--- config.mk ---
export PLATFORM = sky130hd
export DESIGN_NAME = stage_if
export DESIGN_NICKNAME = d
export VERILOG_FILES = /design/src/rtl/stage_if.sv
export SDC_FILE = /design/constraint.sdc
export NUM_CORES = 1
export LEC_CHECK = 0
export CORE_ASPECT_RATIO = 0.8
export CORE_MARGIN = 2
export CORE_UTILIZATION = 47
export CTS_CLUSTER_SIZE = 10
export DETAILED_ROUTE_END_ITERATION = 16
export PLACE_DENSITY = 0.79
export SLEW_MARGIN = 40
export SYNTH_ARGS = -nofsm -noshare
export SYNTH_HDL_FRONTEND = slang
export SYNTH_SLANG_ARGS = --single-unit
export TNS_END_PERCENT = 5
--- constraint.sdc ---
create_clock -name clk -period 2.55 [get_ports clk]
set_clock_uncertainty 0.15 [all_clocks]
set_input_delay 0.255 -clock clk [delete_from_list [all_inputs] [get_ports clk]]
set_output_delay 0.255 -clock clk [all_outputs]
set_load 0.005 [all_outputs]
--- src/rtl/stage_if.sv ---
// stage_if: instruction-fetch stage.
// Holds the PC, runs the instruction-memory read handshake and loads the
// IF/ID pipeline register {valid, inst, pc, pc+1} consumed by decode.
// Ports:
//   clk, reset_n        : clock, synchronous active-high reset
//   i_readM, i_address  : memory read request and fetch address (PC)
//   i_data, i_inputReady: memory response word and its strobe
//   stall, flush        : hazard control (hold IF/ID / squash IF/ID)
//   redirect, redirect_pc: taken branch/jump target load
//   ifid_*              : IF/ID pipeline register outputs
module stage_if #(
  parameter int                   WORD_SIZE = 16,
  parameter logic [WORD_SIZE-1:0] RESET_PC  = '0
) (
  input  logic                 clk,
  input  logic                 reset_n,
  output logic                 i_readM,
  output logic [WORD_SIZE-1:0] i_address,
  input  logic [WORD_SIZE-1:0] i_data,
  input  logic                 i_inputReady,
  input  logic                 stall,
  input  logic                 flush,
  input  logic                 redirect,
  input  logic [WORD_SIZE-1:0] redirect_pc,
  output logic                 ifid_valid,
  output logic [WORD_SIZE-1:0] ifid_inst,
  output logic [WORD_SIZE-1:0] ifid_pc,
  output logic [WORD_SIZE-1:0] ifid_pc_next
);

  typedef enum logic [1:0] {
    FETCH = 2'd0,
    HOLD  = 2'd1,
    ABORT = 2'd2
  } state_t;

  state_t               r_state, w_state_nxt;
  logic [WORD_SIZE-1:0] r_pc, w_pc_nxt, w_pc_inc;
  logic [WORD_SIZE-1:0] r_buf, w_buf_nxt;
  logic                 r_valid, w_valid_nxt;
  logic [WORD_SIZE-1:0] r_inst, w_inst_nxt;
  logic [WORD_SIZE-1:0] r_ipc, w_ipc_nxt;
  logic [WORD_SIZE-1:0] r_ipcn, w_ipcn_nxt;
  logic                 w_load;
  logic [WORD_SIZE-1:0] w_load_inst;

  // PC arithmetic wraps modulo 2^WORD_SIZE.
  assign w_pc_inc = r_pc + WORD_SIZE'(1);

  always_comb begin
    w_state_nxt = r_state;
    w_pc_nxt    = r_pc;
    w_buf_nxt   = r_buf;
    w_valid_nxt = r_valid;
    w_inst_nxt  = r_inst;
    w_ipc_nxt   = r_ipc;
    w_ipcn_nxt  = r_ipcn;
    w_load      = 1'b0;
    w_load_inst = r_buf;

    if (redirect) begin
      // Response and buffered word are both dropped; one dead cycle follows.
      w_state_nxt = ABORT;
      w_pc_nxt    = redirect_pc;
      w_buf_nxt   = '0;
      w_valid_nxt = 1'b0;
    end else begin
      case (r_state)
        FETCH: begin
          if (i_inputReady) begin
            if (!stall) begin
              w_load      = 1'b1;
              w_load_inst = i_data;
            end else begin
              // Park the word so the PC never runs past a captured fetch.
              w_buf_nxt   = i_data;
              w_state_nxt = HOLD;
            end
          end else if (!stall) begin
            w_valid_nxt = 1'b0;
          end
        end
        HOLD: begin
          if (!stall) begin
            w_load      = 1'b1;
            w_load_inst = r_buf;
            w_state_nxt = FETCH;
          end
        end
        ABORT:   w_state_nxt = FETCH;
        default: w_state_nxt = FETCH;
      endcase

      // PC only advances when a word actually enters IF/ID.
      if (w_load) begin
        w_valid_nxt = 1'b1;
        w_inst_nxt  = w_load_inst;
        w_ipc_nxt   = r_pc;
        w_ipcn_nxt  = w_pc_inc;
        w_pc_nxt    = w_pc_inc;
      end

      // Flush squashes IF/ID only; fetch state, PC and buffer proceed.
      if (flush) begin
        w_valid_nxt = 1'b0;
      end
    end
  end

  always_ff @(posedge clk) begin
    if (reset_n) begin
      r_state <= FETCH;
      r_pc    <= RESET_PC;
      r_buf   <= '0;
      r_valid <= 1'b0;
      r_inst  <= '0;
      r_ipc   <= '0;
      r_ipcn  <= '0;
    end else begin
      r_state <= w_state_nxt;
      r_pc    <= w_pc_nxt;
      r_buf   <= w_buf_nxt;
      r_valid <= w_valid_nxt;
      r_inst  <= w_inst_nxt;
      r_ipc   <= w_ipc_nxt;
      r_ipcn  <= w_ipcn_nxt;
    end
  end

  assign i_readM      = (r_state == FETCH) && !reset_n;
  assign i_address    = r_pc;
  assign ifid_valid   = r_valid;
  assign ifid_inst    = r_inst;
  assign ifid_pc      = r_ipc;
  assign ifid_pc_next = r_ipcn;

endmodule

* Word-level counts from Yosys, hierarchy flattened *
Cells that the tools add are included.

storage, ports and cells
  output and inout port bits = 66
  input port bits = 38
  register bits after elaboration = 83

operators by class
  bitwise logic cells = 1
  muxes and demuxes = 18
  add/subtract/negate cells = 1
  reductions and logical operators = 12
  equal/unequal tests = 9

operators by type and width
  operator                                                               number
  16-bit two-way mux                                                     5
  16-bit by 1-bit adder with 16-bit output, second input constant        1
  3-bit AND reduction                                                    4
  3-bit != test, second input constant                                   3
  2-bit two-way mux                                                      4
  1-bit two-way mux                                                      7
  2-bit != test, second input constant                                   3
  2-bit by 1-bit != test with 1-bit output, second input constant        2
  2-bit case mux with 2 select lines                                     1
  2-bit nonzero test                                                     2
  3-bit OR reduction                                                     1
  2-bit by 1-bit equality test with 1-bit output, second input constant  1
  2-bit zero test                                                        1
  1-bit case mux with 2 select lines                                     1
  2-bit AND reduction                                                    1
  2-bit OR reduction                                                     1
  1-bit logical AND                                                      1
  1-bit zero test                                                        1
  1-bit inverter                                                         1

* Logic depth before layout (Yosys ltp) *
Gate-level depths: netlist of run 1.

  word-level depth = 6
  depth in mapped cells = 6

* Worst setup path after synthesis of run 1 *
Ideal clock, no wire load.

  path type = register to register
  from = register r_pc[0], in the netlist i_address[0]
  to = register r_pc[11], in the netlist i_address[11]
  cell stages (with the launch flop) = 6
  data required time = 2.309 ns
  setup time = 0.091 ns
  path buffers = 1
  arrival = 1.677 ns
  path slack = 0.632 ns
  path through = dfxtp_1 clkbuf_1 nand2_1 or3_4 or4_1 a311oi_1

on the way
  cells in the longest elaborated chain, start to end = 3

RTL lines
  what                                      line  source
  start: declaration                        38    logic [WORD_SIZE-1:0] r_pc, w_pc_nxt, w_pc_inc;
  start signal: assignment                  121   r_pc <= w_pc_nxt;
  16-bit by 1-bit adder with 16-bit output  48    assign w_pc_inc = r_pc + WORD_SIZE'(1);
  16-bit two-way mux                        95    if (w_load) begin
  16-bit two-way mux                        61    if (redirect) begin

No other way between the ends. The select of a mux whose other input is x is not followed.
A chain may end at the register's enable or synchronous reset.

* Final worst setup path of run 1 *
  from = register r_pc[1], in the netlist i_address[1]
  to = register r_pc[10], in the netlist i_address[10]

The elaborated chain is that of the path after synthesis.

==> results of run 1 <==
[flip-flops by register name, indices dropped and copies added (netlist names)]
register      flops
r_buf            16
i_address        16
ifid_inst        16
ifid_pc          16
ifid_valid        1
ifid_pc_next     16
r_state           2
[area by class of cell]
type,count,share of cell area [%]
clock buffers,12,2.97
clock inverters,4,2.00
inverters,2,0.154
multi-input cells,310,34.8
flip-flops and latches,83,34.0
well taps,90,2.31
repair buffers,119,23.7
[path summary, 6_finish.rpt]
| check | startpoint | endpoint |
|---|---|---|
| setup / recovery | i_address[1] | i_address[10] |
| hold / removal | reset_n | r_state[1] |
| setup reg to reg | i_address[1] | i_address[10] |
| hold reg to reg | ifid_pc[0] | ifid_pc[0] |
[cell families (layout without fill, tap and decap cells)]
| kind of cell | after synthesis | count (layout) | synth area share [%] |
|---|---|---|---|
| buffers and inverters | 36 | 137 | 5.46 |
| XOR/XNOR | 22 | 22 | 5.43 |
| AND/OR/NAND/NOR | 197 | 197 | 24.9 |
| adder cells (fa/ha/maj) | 1 | 1 | 0.352 |
| AO/OA/AOI/OAI | 89 | 89 | 16.7 |
| flip-flops | 83 | 83 | 46.8 |
| multiplexers | 1 | 1 | 0.282 |
[metal layers]
metal  global-route usage, %  share of wire [%]  routed length (um)  up-vias
li1                        -                  -                   -     1678
met1                    31.1                 45                4150     1542
met2                    35.6                 46                4260      134
met3                    6.64                8.4                 781       16
met4                    7.97                1.4                 126        0
met5                       0                  0                   0        -
[per-stage QoR]
stage	cell area [um^2]	instances	util, %
4_1_cts	4880	620	66.4
3_5_place_dp	4640	604	63.1
5_1_grt	4880	620	66.4
3_3_place_gp	4640	604	63.1
2_1_floorplan	3550	429	-
6_report	4880	620	66.4
[worst reg2reg max path: cells and delay by family, from the launching register on]
| family | cells | cell delay (ns) |
|---|---|---|
| and+or+nand+nor | 3 | 0.82 |
| adders and majority gates | 1 | 0.31 |
| DFF | 1 | 0.43 |
| AOI/OAI and AO/OA | 1 | 0.25 |
[power breakdown]
group	switching, mW	internal (mW)	total (mW)
sequential	0.0476	1.35	1.39
combinational	0.183	0.205	0.388
clock	0.451	0.678	1.13
total	0.682	2.23	2.91
[synthesized netlist by cell type (4+ instances only)]
master,instances,area (um^2)
a211oi_1,20,150
a21oi_1,35,175
a311oi_1,20,175
clkbuf_1,22,82.6
dfxtp_1,83,1660
nand2_1,104,390
nand3_1,7,35.0
nand4_1,7,43.8
nor2_1,47,176
nor4_1,6,37.5
or3_1,4,25.0
xnor2_1,13,114
xor2_1,9,78.8
==> impl_metrics.ini, run 1 <==
[finish]
diodes = 0
final_nets = 564
multi_input_area_um2 = 1700
mostFrequentLayoutCell = nand2_1
register_area_um2 = 1660
fill_cells = 626
drive_above_1_share_pct = 7.17
final_cell_mix = nand2_1, clkdlybuf4s50_1, dfxtp_1
syn2layout_area_growth_pct = 37.6

[worst_setup_path]
crit_fanout = 5
cp.depth = 5
critPathKind = flip-flop to flip-flop
slowest_delay_ns = 0.43
cp_num_buf_inv = 0
required_ns = 2.67
cp_slowest_cell = dfxtp_1
rrSetupSlack_ns = 0.50
cp_top_family = simple AND/OR/NAND/NOR gates
cp_cell_sequence = ha_1, and4_2, nand3_1, or3_1, a311oi_1
start_kind = flip-flop
arrival_ns = 2.17
ff2ff_path_depth = 5
end_kind = flip-flop

[cts]
htreeDepth = 3
clock_latency_ns = 0.36
clk_pin_slew_worst_paths_ns = 0.08
clockRootBuffer = clkbuf_8
cts_resized = 0
cts_hold_buf = 0
cts.sinks = 83
cts_setup_buffers = 0
clock_tree.buffer_depth = 2
tritoncts = done
cts_inserted_buffers = 9

[route]
avgRoutedWirePerCell_um = 15.0
viasPerCell = 5.44
dr.pass1.iters = 4
ant_nets = 0
num_vias = 3370
totalWireLength_mm = 9.32
drc = 0
drtIter0Drc = 211

[synthesis]
seq_area_frac_synth_pct = 46.8
netlist_area_um2 = 3550
async_flop_share_pct = 0
netlist_instances = 429
synth_flop_cell = dfxtp_1
yosysWarnings = 0
ys_ff_latch = 83
syn_nets = 468
synth_cell_type_count = 42
avgSynthCellArea_um2 = 8.27
synth-edff-count = 0

[floorplanning]
floorplan.initialDensity_pct = 48.2
num_io_pins = 104
core.rowCount = 28
die_h_um = 81.7
die-area_um2 = 8270
core_region_area_um2 = 7360
die_w_um = 101

[power]
p_per_area_nw_per_um2 = 596
ir_drop_uv = 449
total_power_mw = 2.91
p_leak_nw = 1.59

[place]
place_congestion = 0.858
port_buffers = 103
pre_cts_ws_ns = 0.222
hpwl_mm = 6.55

[timing]
slew_violations = 0
min_period_ns = 2.05
slew_headroom_pct = 54.9
whs_ns = 0.116
setup_ws_ns = 0.502
rsz0062_at_grt = false
setup_viol = 0
fin_setup_tns_ns = 0
finalCritPeriodShare_pct = 80.3
tightest_slew_ns = 0.674
max_clock_freq_mhz = 488
final_hold_viol_count = 0

[worst_hold_path]
hp-class = input pin to flip-flop
min_path_cells = 2

[global_routing]
grt_pass1_vias = 3058
antenna_found_initial = 0
grt_max_degree = 49
grt_usage_pct = 23.1
grt_first_pass_wirelength_mm = 15.0
overflow = 0

[job]
drv_cap = 0

[run_status]
status = finished, final reports clean
Note: power is estimated with default switching activity, not from simulation.
==> run 2: changes to the inputs <==
--- a/config.mk
+++ b/config.mk
@@ -7,10 +7,10 @@
 export LEC_CHECK = 0
 export CORE_ASPECT_RATIO = 0.8
 export CORE_MARGIN = 2
-export CORE_UTILIZATION = 47
+export CORE_UTILIZATION = 43
 export CTS_CLUSTER_SIZE = 10
 export DETAILED_ROUTE_END_ITERATION = 16
-export PLACE_DENSITY = 0.79
+export PLACE_DENSITY = 0.77
 export SLEW_MARGIN = 40
 export SYNTH_ARGS = -nofsm -noshare
 export SYNTH_HDL_FRONTEND = slang
==> constraint.sdc (replaced) <==
create_clock -name clk -period 1.7 [get_ports clk]
set_clock_uncertainty 0.15 [all_clocks]
set_input_delay 0.17 -clock clk [delete_from_list [all_inputs] [get_ports clk]]
set_output_delay 0.17 -clock clk [all_outputs]
set_load 0.005 [all_outputs]
==> impl_metrics.ini, run 2 (same netlist as run 1, synthesis figures left out) <==
[timing]
setup_ws_ns = -0.0498
min_period_ns = 1.75
whs_ns = 0.200
max_clock_freq_mhz = 571
slew_headroom_pct = 71.1
slew_violations = 0
finalCritPeriodShare_pct = 103
setup_viol = 3
tightest_slew_ns = 0.430
final_hold_viol_count = 0
rsz0062_at_grt = true

[route]
viasPerCell = 5.34
num_vias = 3618
avgRoutedWirePerCell_um = 15.9
totalWireLength_mm = 10.7
drtIter0Drc = 163
dr.pass1.iters = 5
drc = 0
ant_nets = 0

[finish]
fin_util_pct = 66.7
final_cells = 678
drive_above_1_share_pct = 19.1
mostFrequentLayoutCell = nand2_1
final_cell_mix = nand2_1, clkdlybuf4s50_1, dfxtp_1
final_nets = 604
diodes = 0
syn2layout_area_growth_pct = 50.0

[floorplanning]
die_w_um = 106
core_region_area_um2 = 7980
die-area_um2 = 9000
core.rowCount = 29
die_h_um = 85.3
num_io_pins = 104
floorplan.initialDensity_pct = 44.5

[worst_setup_path]
arrival_ns = 1.86
critPathKind = flip-flop to flip-flop
slowest_delay_ns = 0.43
cp_top_family = simple AND/OR/NAND/NOR gates
start_kind = flip-flop
cp_num_buf_inv = 0
cp_cell_sequence = nand4_1, or3_4, or4_4, a311oi_2
cp_slowest_cell = or3_4
crit_fanout = 3
end_kind = flip-flop
required_ns = 1.81

[worst_hold_path]
hp-class = input pin to flip-flop

[power]
total_power_mw = 4.18
ir_drop_uv = 450
p_leak_nw = 1.88
p_per_area_nw_per_um2 = 786

[global_routing]
grt_usage_pct = 23.5
grt_pass1_vias = 3439
grt_first_pass_wirelength_mm = 16.9
antenna_found_initial = 0
overflow = 0
grt_max_degree = 59

[cts]
clockRootBuffer = clkbuf_8
tritoncts = done
cts.sinks = 83
cts_inserted_buffers = 9
cts_setup_buffers = 0
clock_latency_ns = 0.35
clock_tree.buffer_depth = 2
clk_pin_slew_worst_paths_ns = 0.08
cts_hold_buf = 0
htreeDepth = 3

[run_status]
violations = setup timing
status = complete, but fails checks

[place]
placed_cells = 661
port_buffers = 103
pre_cts_ws_ns = -0.370
hpwl_mm = 7.33
place_congestion = 0.886

[job]
drv_cap = 0
-- run 2: changes by cell type in the layout (fill, tap and decap cells not counted), moves of 3 or more --
cell,previous run,this run
buf_4,15,50
dfxtp_1,83,68
dfxtp_2,0,15
clkdlybuf4s50_1,102,94
a311oi_1,20,16
a311oi_2,0,4
dlygate4sd2_1,0,4
dlymetal6s2s_1,0,4
buf_12,1,4
clkinv_2,0,3
nor4_1,6,3
nor4_2,0,3
-- run 2: what timing repair did --
action | 4_1_cts | 5_1_grt
endpoints found under the setup margin | 34 | 44
cloned | 0 | 1
pin swaps | 2 | 12
gates resized for setup | 16 | 22
-- run 2: report_power, final --
part / switching, mW / internal (mW)
logic: 0.324 / 0.373
clock network: 0.693 / 0.712
registers: 0.0566 / 2.02
total: 1.07 / 3.11
-- run 2: layer usage --
| layer | up-vias | global-route usage (%) | wire length [um] |
|---|---|---|---|
| met3 | 16 | 4.45 | 598 |
| met4 | 0 | 8.13 | 162 |
| met2 | 125 | 37.7 | 5180 |
| met5 | - | 0 | 0 |
| met1 | 1721 | 31.9 | 4810 |
| li1 | 1756 | - | - |
-- run 2: final timing paths --
| check | cells past startpoint | slack, ns | start | endpoint |
|---|---|---|---|---|
| setup / recovery | 4 | -0.05 | i_address[5] | i_address[11] |
| hold / removal | 3 | 0.20 | reset_n | ifid_pc[3] |
| hold reg to reg | 2 | 0.31 | ifid_pc[0] | ifid_pc[0] |
| setup reg to reg | 4 | -0.05 | i_address[5] | i_address[11] |
-- run 2: final cells by class --
type / instances / area, um^2
sequential: 83 / 1680
clock buffer: 11 / 141
tap: 108 / 135
fill: 643 / 2660
inverter: 2 / 7.51
timing repair buffer: 159 / 1520
clock inverter: 5 / 52.6
multi-input combinational: 310 / 1780
-- run 2: through the flow --
step                      setup TNS (ns)  cell area [um^2]
after global routing              -0.503              5320
after CTS                         -0.124              5210
after detailed placement          -16.87              5000
final                            -0.0928              5320
after floorplan                    -3.10              3560
after global placement            -12.96              5000
-- run 2: worst min-delay path, cell delays in order --
cell and delay (ns):
buf_2 0.12, buf_4 0.23, a21oi_1 0.14
